[src/rtl/pwm_pkg.sv]
// rtl/pwm_pkg.sv - shared constants and types for the PWM generator
//
// Purpose: CTRL register bit positions, counter width and FSM state type
//          used by pwm_gen and its sub-modules.
// Ports:   none (package).

package pwm_pkg;

    // CTRL register layout
    localparam int EN_BIT  = 0;
    localparam int INV_BIT = 1;
    localparam int DIV_LSB = 4;
    localparam int DIV_MSB = 7;

    // Period counter
    localparam int                    PWM_CNT_W = 8;
    localparam logic [PWM_CNT_W-1:0]  CNT_MAX   = '1;

    typedef enum logic [1:0] {
        IDLE = 2'd0,
        RUN  = 2'd1,
        STOP = 2'd2
    } pwm_state_t;

endpackage

[src/rtl/pwm_prescaler.sv]
// rtl/pwm_prescaler.sv - divide-by-(div+1) tick generator for the PWM period counter
//
// Purpose: emits a one-cycle tick every div+1 clocks while run is high.
// Ports:
//   clk     - system clock
//   reset_n - asynchronous active-low reset
//   run     - counting enabled (FSM in RUN or STOP)
//   div     - divide value; tick period is div+1 clocks
//   tick    - one-cycle pulse that advances the period counter

module pwm_prescaler #(
    parameter int DIV_W = 4
) (
    input  logic             clk,
    input  logic             reset_n,
    input  logic             run,
    input  logic [DIV_W-1:0] div,
    output logic             tick
);

    logic [DIV_W-1:0] count_q;
    logic [DIV_W-1:0] count_d;

    assign tick = run && (count_q == '0);

    // Reloading while parked means the first tick after run rises lands
    // exactly div cycles later. A DIV change while running is picked up
    // only at the next reload, so the interval in progress is not cut short.
    always_comb begin
        count_d = count_q;
        if (!run || tick) begin
            count_d = div;
        end else begin
            count_d = count_q - 1'b1;
        end
    end

    always_ff @(posedge clk or negedge reset_n) begin
        if (!reset_n) begin
            count_q <= '0;
        end else begin
            count_q <= count_d;
        end
    end

endmodule

[src/rtl/pwm_gen.sv]
// rtl/pwm_gen.sv - register-mapped 8-bit PWM generator with double-buffered duty
//
// Purpose: CTRL/DUTY registers, enable FSM, 256-step period counter, duty
//          compare and registered read mux for the register wrapper.
// Ports:
//   clk, reset_n             - clock, asynchronous active-low reset
//   wr_en_ctrl, wr_en_duty   - 1-cycle write strobes (data_in -> CTRL / DUTY_SHADOW)
//   rd_en_ctrl, rd_en_duty   - 1-cycle read strobes (register -> data_out)
//   data_in  [7:0]           - write data
//   data_out [7:0]           - registered read data, holds between reads
//   pwm_out                  - registered PWM output
//   period_tick              - 1-cycle pulse, counter wrap delayed one cycle

module pwm_gen
    import pwm_pkg::*;
#(
    parameter int DIV_W = 4
) (
    input  logic       clk,
    input  logic       reset_n,
    input  logic       wr_en_ctrl,
    input  logic       wr_en_duty,
    input  logic       rd_en_ctrl,
    input  logic       rd_en_duty,
    input  logic [7:0] data_in,
    output logic [7:0] data_out,
    output logic       pwm_out,
    output logic       period_tick
);

    // Registers
    logic [7:0]           ctrl_q,        ctrl_d;
    logic [7:0]           duty_shadow_q, duty_shadow_d;
    logic [7:0]           duty_active_q, duty_active_d;
    logic [PWM_CNT_W-1:0] cnt_q,         cnt_d;
    pwm_state_t           state_q,       state_d;
    logic [7:0]           data_out_q,    data_out_d;
    logic                 pwm_q,         pwm_d;
    logic                 period_tick_q, period_tick_d;

    // Internal
    logic             en_next;
    logic             inv;
    logic [DIV_W-1:0] div_next;
    logic             run;
    logic             tick;
    logic             wrap;
    logic             raw;

    // Register writes
    always_comb begin
        ctrl_d        = wr_en_ctrl ? data_in : ctrl_q;
        duty_shadow_d = wr_en_duty ? data_in : duty_shadow_q;
    end

    // The FSM and the parked prescaler look at the value CTRL is about to
    // take, so an EN write moves the FSM in the same edge that stores it.
    assign en_next  = ctrl_d[EN_BIT];
    assign div_next = ctrl_d[DIV_MSB:DIV_LSB];
    assign inv      = ctrl_q[INV_BIT];
    assign run      = (state_q != IDLE);

    pwm_prescaler #(
        .DIV_W (DIV_W)
    ) u_prescaler (
        .clk     (clk),
        .reset_n (reset_n),
        .run     (run),
        .div     (div_next),
        .tick    (tick)
    );

    assign wrap = tick && (cnt_q == CNT_MAX);
    assign raw  = (cnt_q < duty_active_q);

    // FSM next state. In STOP a returning EN wins over a coincident wrap so
    // the counter keeps running without a gap.
    always_comb begin
        state_d = state_q;
        case (state_q)
            IDLE: begin
                if (en_next) state_d = RUN;
            end
            RUN: begin
                if (!en_next) state_d = STOP;
            end
            STOP: begin
                if (en_next) begin
                    state_d = RUN;
                end else if (wrap) begin
                    state_d = IDLE;
                end
            end
            default: state_d = IDLE;
        endcase
    end

    // Period counter, duty buffering and output stage
    always_comb begin
        cnt_d = cnt_q;
        if (state_q == IDLE || state_d == IDLE) begin
            cnt_d = '0;
        end else if (tick) begin
            cnt_d = cnt_q + 1'b1;
        end

        // Shadow is only copied at a period boundary, or continuously while
        // parked so the first period after enable uses the newest value.
        duty_active_d = duty_active_q;
        if (state_q == IDLE || wrap) begin
            duty_active_d = duty_shadow_q;
        end

        pwm_d         = run ? (raw ^ inv) : inv;
        period_tick_d = wrap;
    end

    // Read mux: CTRL has priority; reads see pre-write register contents.
    always_comb begin
        data_out_d = data_out_q;
        if (rd_en_ctrl) begin
            data_out_d = ctrl_q;
        end else if (rd_en_duty) begin
            data_out_d = duty_shadow_q;
        end
    end

    always_ff @(posedge clk or negedge reset_n) begin
        if (!reset_n) begin
            ctrl_q        <= '0;
            duty_shadow_q <= '0;
            duty_active_q <= '0;
            cnt_q         <= '0;
            state_q       <= IDLE;
            data_out_q    <= '0;
            pwm_q         <= 1'b0;
            period_tick_q <= 1'b0;
        end else begin
            ctrl_q        <= ctrl_d;
            duty_shadow_q <= duty_shadow_d;
            duty_active_q <= duty_active_d;
            cnt_q         <= cnt_d;
            state_q       <= state_d;
            data_out_q    <= data_out_d;
            pwm_q         <= pwm_d;
            period_tick_q <= period_tick_d;
        end
    end

    assign data_out    = data_out_q;
    assign pwm_out     = pwm_q;
    assign period_tick = period_tick_q;

endmodule

[config.mk]
export PLATFORM = sky130hd
export DESIGN_NAME = pwm_gen
export DESIGN_NICKNAME = d
export VERILOG_FILES = /design/src/rtl/pwm_pkg.sv /design/src/rtl/pwm_prescaler.sv /design/src/rtl/pwm_gen.sv
export SDC_FILE = /design/constraint.sdc
export NUM_CORES = 1
export LEC_CHECK = 0
export ABC_AREA = 1
export CORE_UTILIZATION = 30
export DETAILED_ROUTE_END_ITERATION = 8
export HOLD_SLACK_MARGIN = 0.15
export MAX_ROUTING_LAYER = met4
export SETUP_SLACK_MARGIN = 0.15
export SLEW_MARGIN = 20
export SYNTH_ARGS = -nofsm -noshare
export SYNTH_HDL_FRONTEND = slang
export SYNTH_HIERARCHICAL = 1
export SYNTH_SLANG_ARGS = --single-unit
[constraint.sdc]
create_clock -name clk -period 5.11 [get_ports clk]
set_input_delay 0.7665 -clock clk [delete_from_list [all_inputs] [get_ports clk]]
set_output_delay 0.7665 -clock clk [all_outputs]
set_load 0.01 [all_outputs]
# After elaboration in Yosys (flattened, before gate mapping)
# Index checks and enable logic that the tools add are counted.
# Widths: inputs -> output; s select.
# word_totals
reg_bits,48
latchBits,0
ram_bits,0
romBits,0
inputBits,14
output_inout_bits,10
wordCells,41
memories,0
# op_classes
n_addsub,2
n_mul,0
div,0
n_lt_le_gt_ge,1
eq_ne,3
n_shift,0
muxes,12
bitwise,1
reduce_logical,12
# op_table
operator,count
$mux 8,5
$add 8x1->8 const B,1
$eq 8x8->1 const B,1
$lt 8x8->1,1
$mux 2,4
$pmux 2 s3,1
$reduce_bool 2->1,3
$logic_not 2->1,2
$logic_not 4->1,1
$mux 4,1
$sub 4x1->4 const B,1
$logic_or 1x1->1,3
$eq 2x1->1 const B,1
$eq 2x2->1 const B,1
$logic_and 1x1->1,2
$logic_not 1->1,1
$mux 1,1
$xor 1x1->1,1

# Logic depth before layout (Yosys ltp)
# logic_depth
word_depth,9
mapped_depth,12

# Hierarchy
# Netlist, hierarchy kept.
# modules_own_cells
mod,instances,cells_per_inst,area_per_inst_um2,seq_area_each_um2
pwm_gen,1,202,2009.4,1101.1
pwm_prescaler,1,29,230.2,100.1

# Worst setup path after synthesis
# OpenSTA, ideal clock, no wires.
# synth_timing
path_type,register to register
startpoint,reg state_q[1]
endpoint,reg cnt_q[0]
setup_ns,0.120
t_arrival_ns,1.672
required_time_ns,4.990
slack_ns,3.318
path_stages_with_launch,13
path_buffers,1
cell_sequence,dfrtp_1 nor2_1 inv_1 inv_1 nor2_1 buf_6 inv_4 nor3_4 nand3_2 clkinv_2 nand3_2 nand3_4 nor2_1
# synth_between
elab_chain_len,9
# synth_rtl
element,line,source
"start, declared",pwm_gen.sv:36,"pwm_state_t state_q, state_d;"
"start signal, assigned",pwm_gen.sv:143,state_q <= state_d;
$reduce_bool 2->1 (*),pwm_gen.sv:61,assign run = (state_q != IDLE);
named net run,pwm_gen.sv:45,logic run;
$logic_and 1x1->1 (*),pwm_prescaler.sv:24,assign tick = run && (count_q == '0);
named net tick,pwm_gen.sv:46,logic tick;
$logic_and 1x1->1 (*),pwm_gen.sv:73,assign wrap = tick && (cnt_q == CNT_MAX);
named net period_tick_d,pwm_gen.sv:39,"logic period_tick_q, period_tick_d;"
$mux 2 (*),pwm_gen.sv:90,end else if (wrap) begin
$mux 2 (*),pwm_gen.sv:88,if (en_next) begin
$pmux 2 s3 (*),pwm_gen.sv:80,case (state_q)
$logic_not 2->1 (*),pwm_gen.sv:101,if (state_q == IDLE || state_d == IDLE) begin
$logic_or 1x1->1 (*),pwm_gen.sv:101,
$mux 8 or $reduce_bool 2->1 (tied branches),--,
"end signal, assigned",pwm_gen.sv:142,cnt_q <= cnt_d;
"end, declared",pwm_gen.sv:35,"logic [PWM_CNT_W-1:0] cnt_q, cnt_d;"
# Mark *: on every way through the listed nets, which the timed path passes. The rest lies on a longest branch.
# A chain may end at the register's enable or synchronous reset.

# Worst setup path in the final report
# layout_timing
startpoint,reg state_q[1]
endpoint,reg cnt_q[1]
# Same word-level chain as after synthesis.

==> reports/metrics.cfg <==
[floorplan]
die-area_sq_um = 7815
io_pins = 24
die_y_um = 88.41
row_count = 31
die_w_um = 88.41
core_sq_um = 7253
start_util_pct = 30.88

[timing]
finalMaxSlewViolations = 0
rsz0062_at_grt = false
final.period_utilization_pct = 44.20
fin_skew_ns = 0.002785
period_needed_ns = 2.259
worst_slew_pin_slew_ns = 0.6425
setup_ws_ns = 2.852
hold_viol = 0
fin_setup_tns_ns = 0
fmax_ghz = 0.4428
finalSetupViolCount = 0
slew_headroom_pct = 57.01

[drt]
vias = 1558
wl_per_cell_um = 12.54
wl_mm = 4.464
drtPass1Iterations = 4
via_per_inst = 4.376
drc_errors = 0
drt_iter0_markers = 57
drtAntennaViolNets = 0

[job]
drv_cap = 0

[cts]
path_clk_slew_ns = 0.09
tritoncts = built
clock_latency_ns = 0.31
post_cts_resized = 0
clock_path_buffers = 2
cts_setup_buffers = 0
cts_num_sinks = 48
cts_buffers = 5
htree_num_levels = 2
cts.hold.buffers_added = 0
cts-root-buf = clkbuf_8

[final_layout]
postLayoutCellArea_sq_um = 2633
final_util_pct = 36.29
syn_to_final_growth_pct = 17.54
drive_gt1_share_pct = 11.67
nets = 280
num_antenna_cells = 0

[run_status]
status = complete, no violations

[critical_path]
end_kind = register
crit_path_start_kind = register
worstSetupPathType = register to register
crit_arrival_ns = 2.46
path_max_fanout = 8
critPathRequiredTime_ns = 5.31

[power]
power.density_nw_per_um2 = 359.4
leakage_nw = 1.226
power_mw = 0.9462
peakVddDrop_mv = 0.1597

[yosys]
synth_enable_flop_cells = 0
syn_avg_cell_area_sq_um = 9.695
synth_cell_types = 33
ys_warn_count = 6
synth.area.top_cells = dfrtp_1 54%, nand2_1 8.0%, ha_1 5.0%
seq_area_frac_synth_pct = 53.63
synth_top_area_share_pct = 53.63
syn_nets = 254
synth_area_sq_um = 2240
async_reset_ff_share_pct = 100.0
synth_common_cells = 48 x dfrtp_1, 48 x nand2_1, 29 x inv_1, 16 x nor2_1, 15 x o21ai_0
synthFlopType = dfrtp_1
ys_ff_latch = 48
yosys.area.top_type = dfrtp_1
syn-instance-count = 231

[placed_design]
place_area_sq_um = 2549
place_ws_ns = 2.698
place_congestion = 0.7604
dp_hpwl_mm = 3.159
port-buffer-count = 23

[global_route]
track_usage_pct = 13.96
grt_max_degree = 49
use_met1_pct = 17.97
antenna_found_initial = 0
met2_usage_pct = 21.05
grt_pass1_vias = 1532
grt_pass1_wl_mm = 7.659
use_met3_pct = 2.892
grt_overflow = 0
busiest_layer = met2

[min_path]
hold_class = input port to async pin

[path summary, 6_finish.rpt]
| path | from | endpoint | slack [ns] | depth (start not counted) |
|---|---|---|---|---|
| min in group clk | u_prescaler/count_q[0] | u_prescaler/count_q[0] | 0.47 | 1 |
| max | state_q[1] | cnt_q[1] | 2.85 | 11 |
| min | reset_n | cnt_q[2] | 0.45 | 1 |
| max reg2reg | state_q[1] | cnt_q[1] | 2.85 | 11 |
| max in group asynchronous | reset_n | duty_active_q[1] | 4.25 | 1 |
| min reg2reg | u_prescaler/count_q[0] | u_prescaler/count_q[0] | 0.47 | 1 |
[power by group]
group	switching (mW)	leakage [nW]	total, mW	internal [mW]
clock network	0.129	0.0400	0.222	0.0928
logic	0.145	0.596	0.249	0.104
registers	0.0343	0.590	0.475	0.441
total	0.309	1.23	0.946	0.638
[state kept, by name, summed over array words and instances, names as in the netlist]
register	flops
duty_active_q	8
data_out	8
cnt_q	8
duty_shadow_q	8
u_prescaler/count_q	4
state_q	2
pwm_out	1
period_tick	1
ctrl_q	8
[worst max-delay path: stages (launching register included)]
cell and delay, ns:
dfrtp_1 0.42, nor2_1 0.09, inv_1 0.29, inv_1 0.07
nor2_1 0.48, inv_4 0.07, nor3_4 0.23, nand3_2 0.13
clkinv_2 0.09, nand3_2 0.08, nand3_4 0.13, nor2_1 0.07
[metal layers]
layer | vias up | share of wire (%)
met2 | 22 | 48
met3 | 8 | 3.4
li1 | 797 | -
met5 | - | 0
met1 | 731 | 46
met4 | 0 | 2.2
[logic make-up after synthesis]
| kind of cell | Yosys count | synth area share [%] |
|---|---|---|
| and+or+nand+nor | 79 | 16.76 |
| buffers and inverters | 38 | 7.653 |
| AOI/OAI and AO/OA | 43 | 10.73 |
| adders and majority gates | 9 | 5.028 |
| DFF | 48 | 53.63 |
| muxes | 7 | 3.463 |
| xor gates and xnor gates | 7 | 2.737 |
[layout by cell type, fill, tap and decap left out, drive strengths merged]
master	n
o22ai	8
buf	1
clkbuf	5
mux2i	1
clkdlybuf4s50	22
nand3b	2
o21ai	20
or2	1
inv	32
o21a	1
clkinv	3
xnor2	3
a31oi	1
nor2	17
xor2	4
ha	9
clkinvlp	1
a21oi	13
dfrtp	48
mux2	6
nand2	50
nand4	1
nor3	1
nand3	7
[through the flow]
| stage | instances | hold slack (ns) |
|---|---|---|
| after CTS | 356 | 0.4714 |
| after global placement | 349 | 0.4529 |
| after global routing | 356 | 0.5033 |
| final | 356 | 0.4522 |
| after detailed placement | 349 | 0.4565 |
| after floorplan | 231 | 0.4362 |
[final cells by class]
class	count	area (sq um)
multi-input cells	145	867.1
clock inverters	2	12.51
repair buffers	23	227.7
clock buffers	5	68.82
flip-flops and latches	48	1201
well taps	99	123.9
fillers	745	4621
inverters	34	131.4
(Power assumes the default switching activity.)
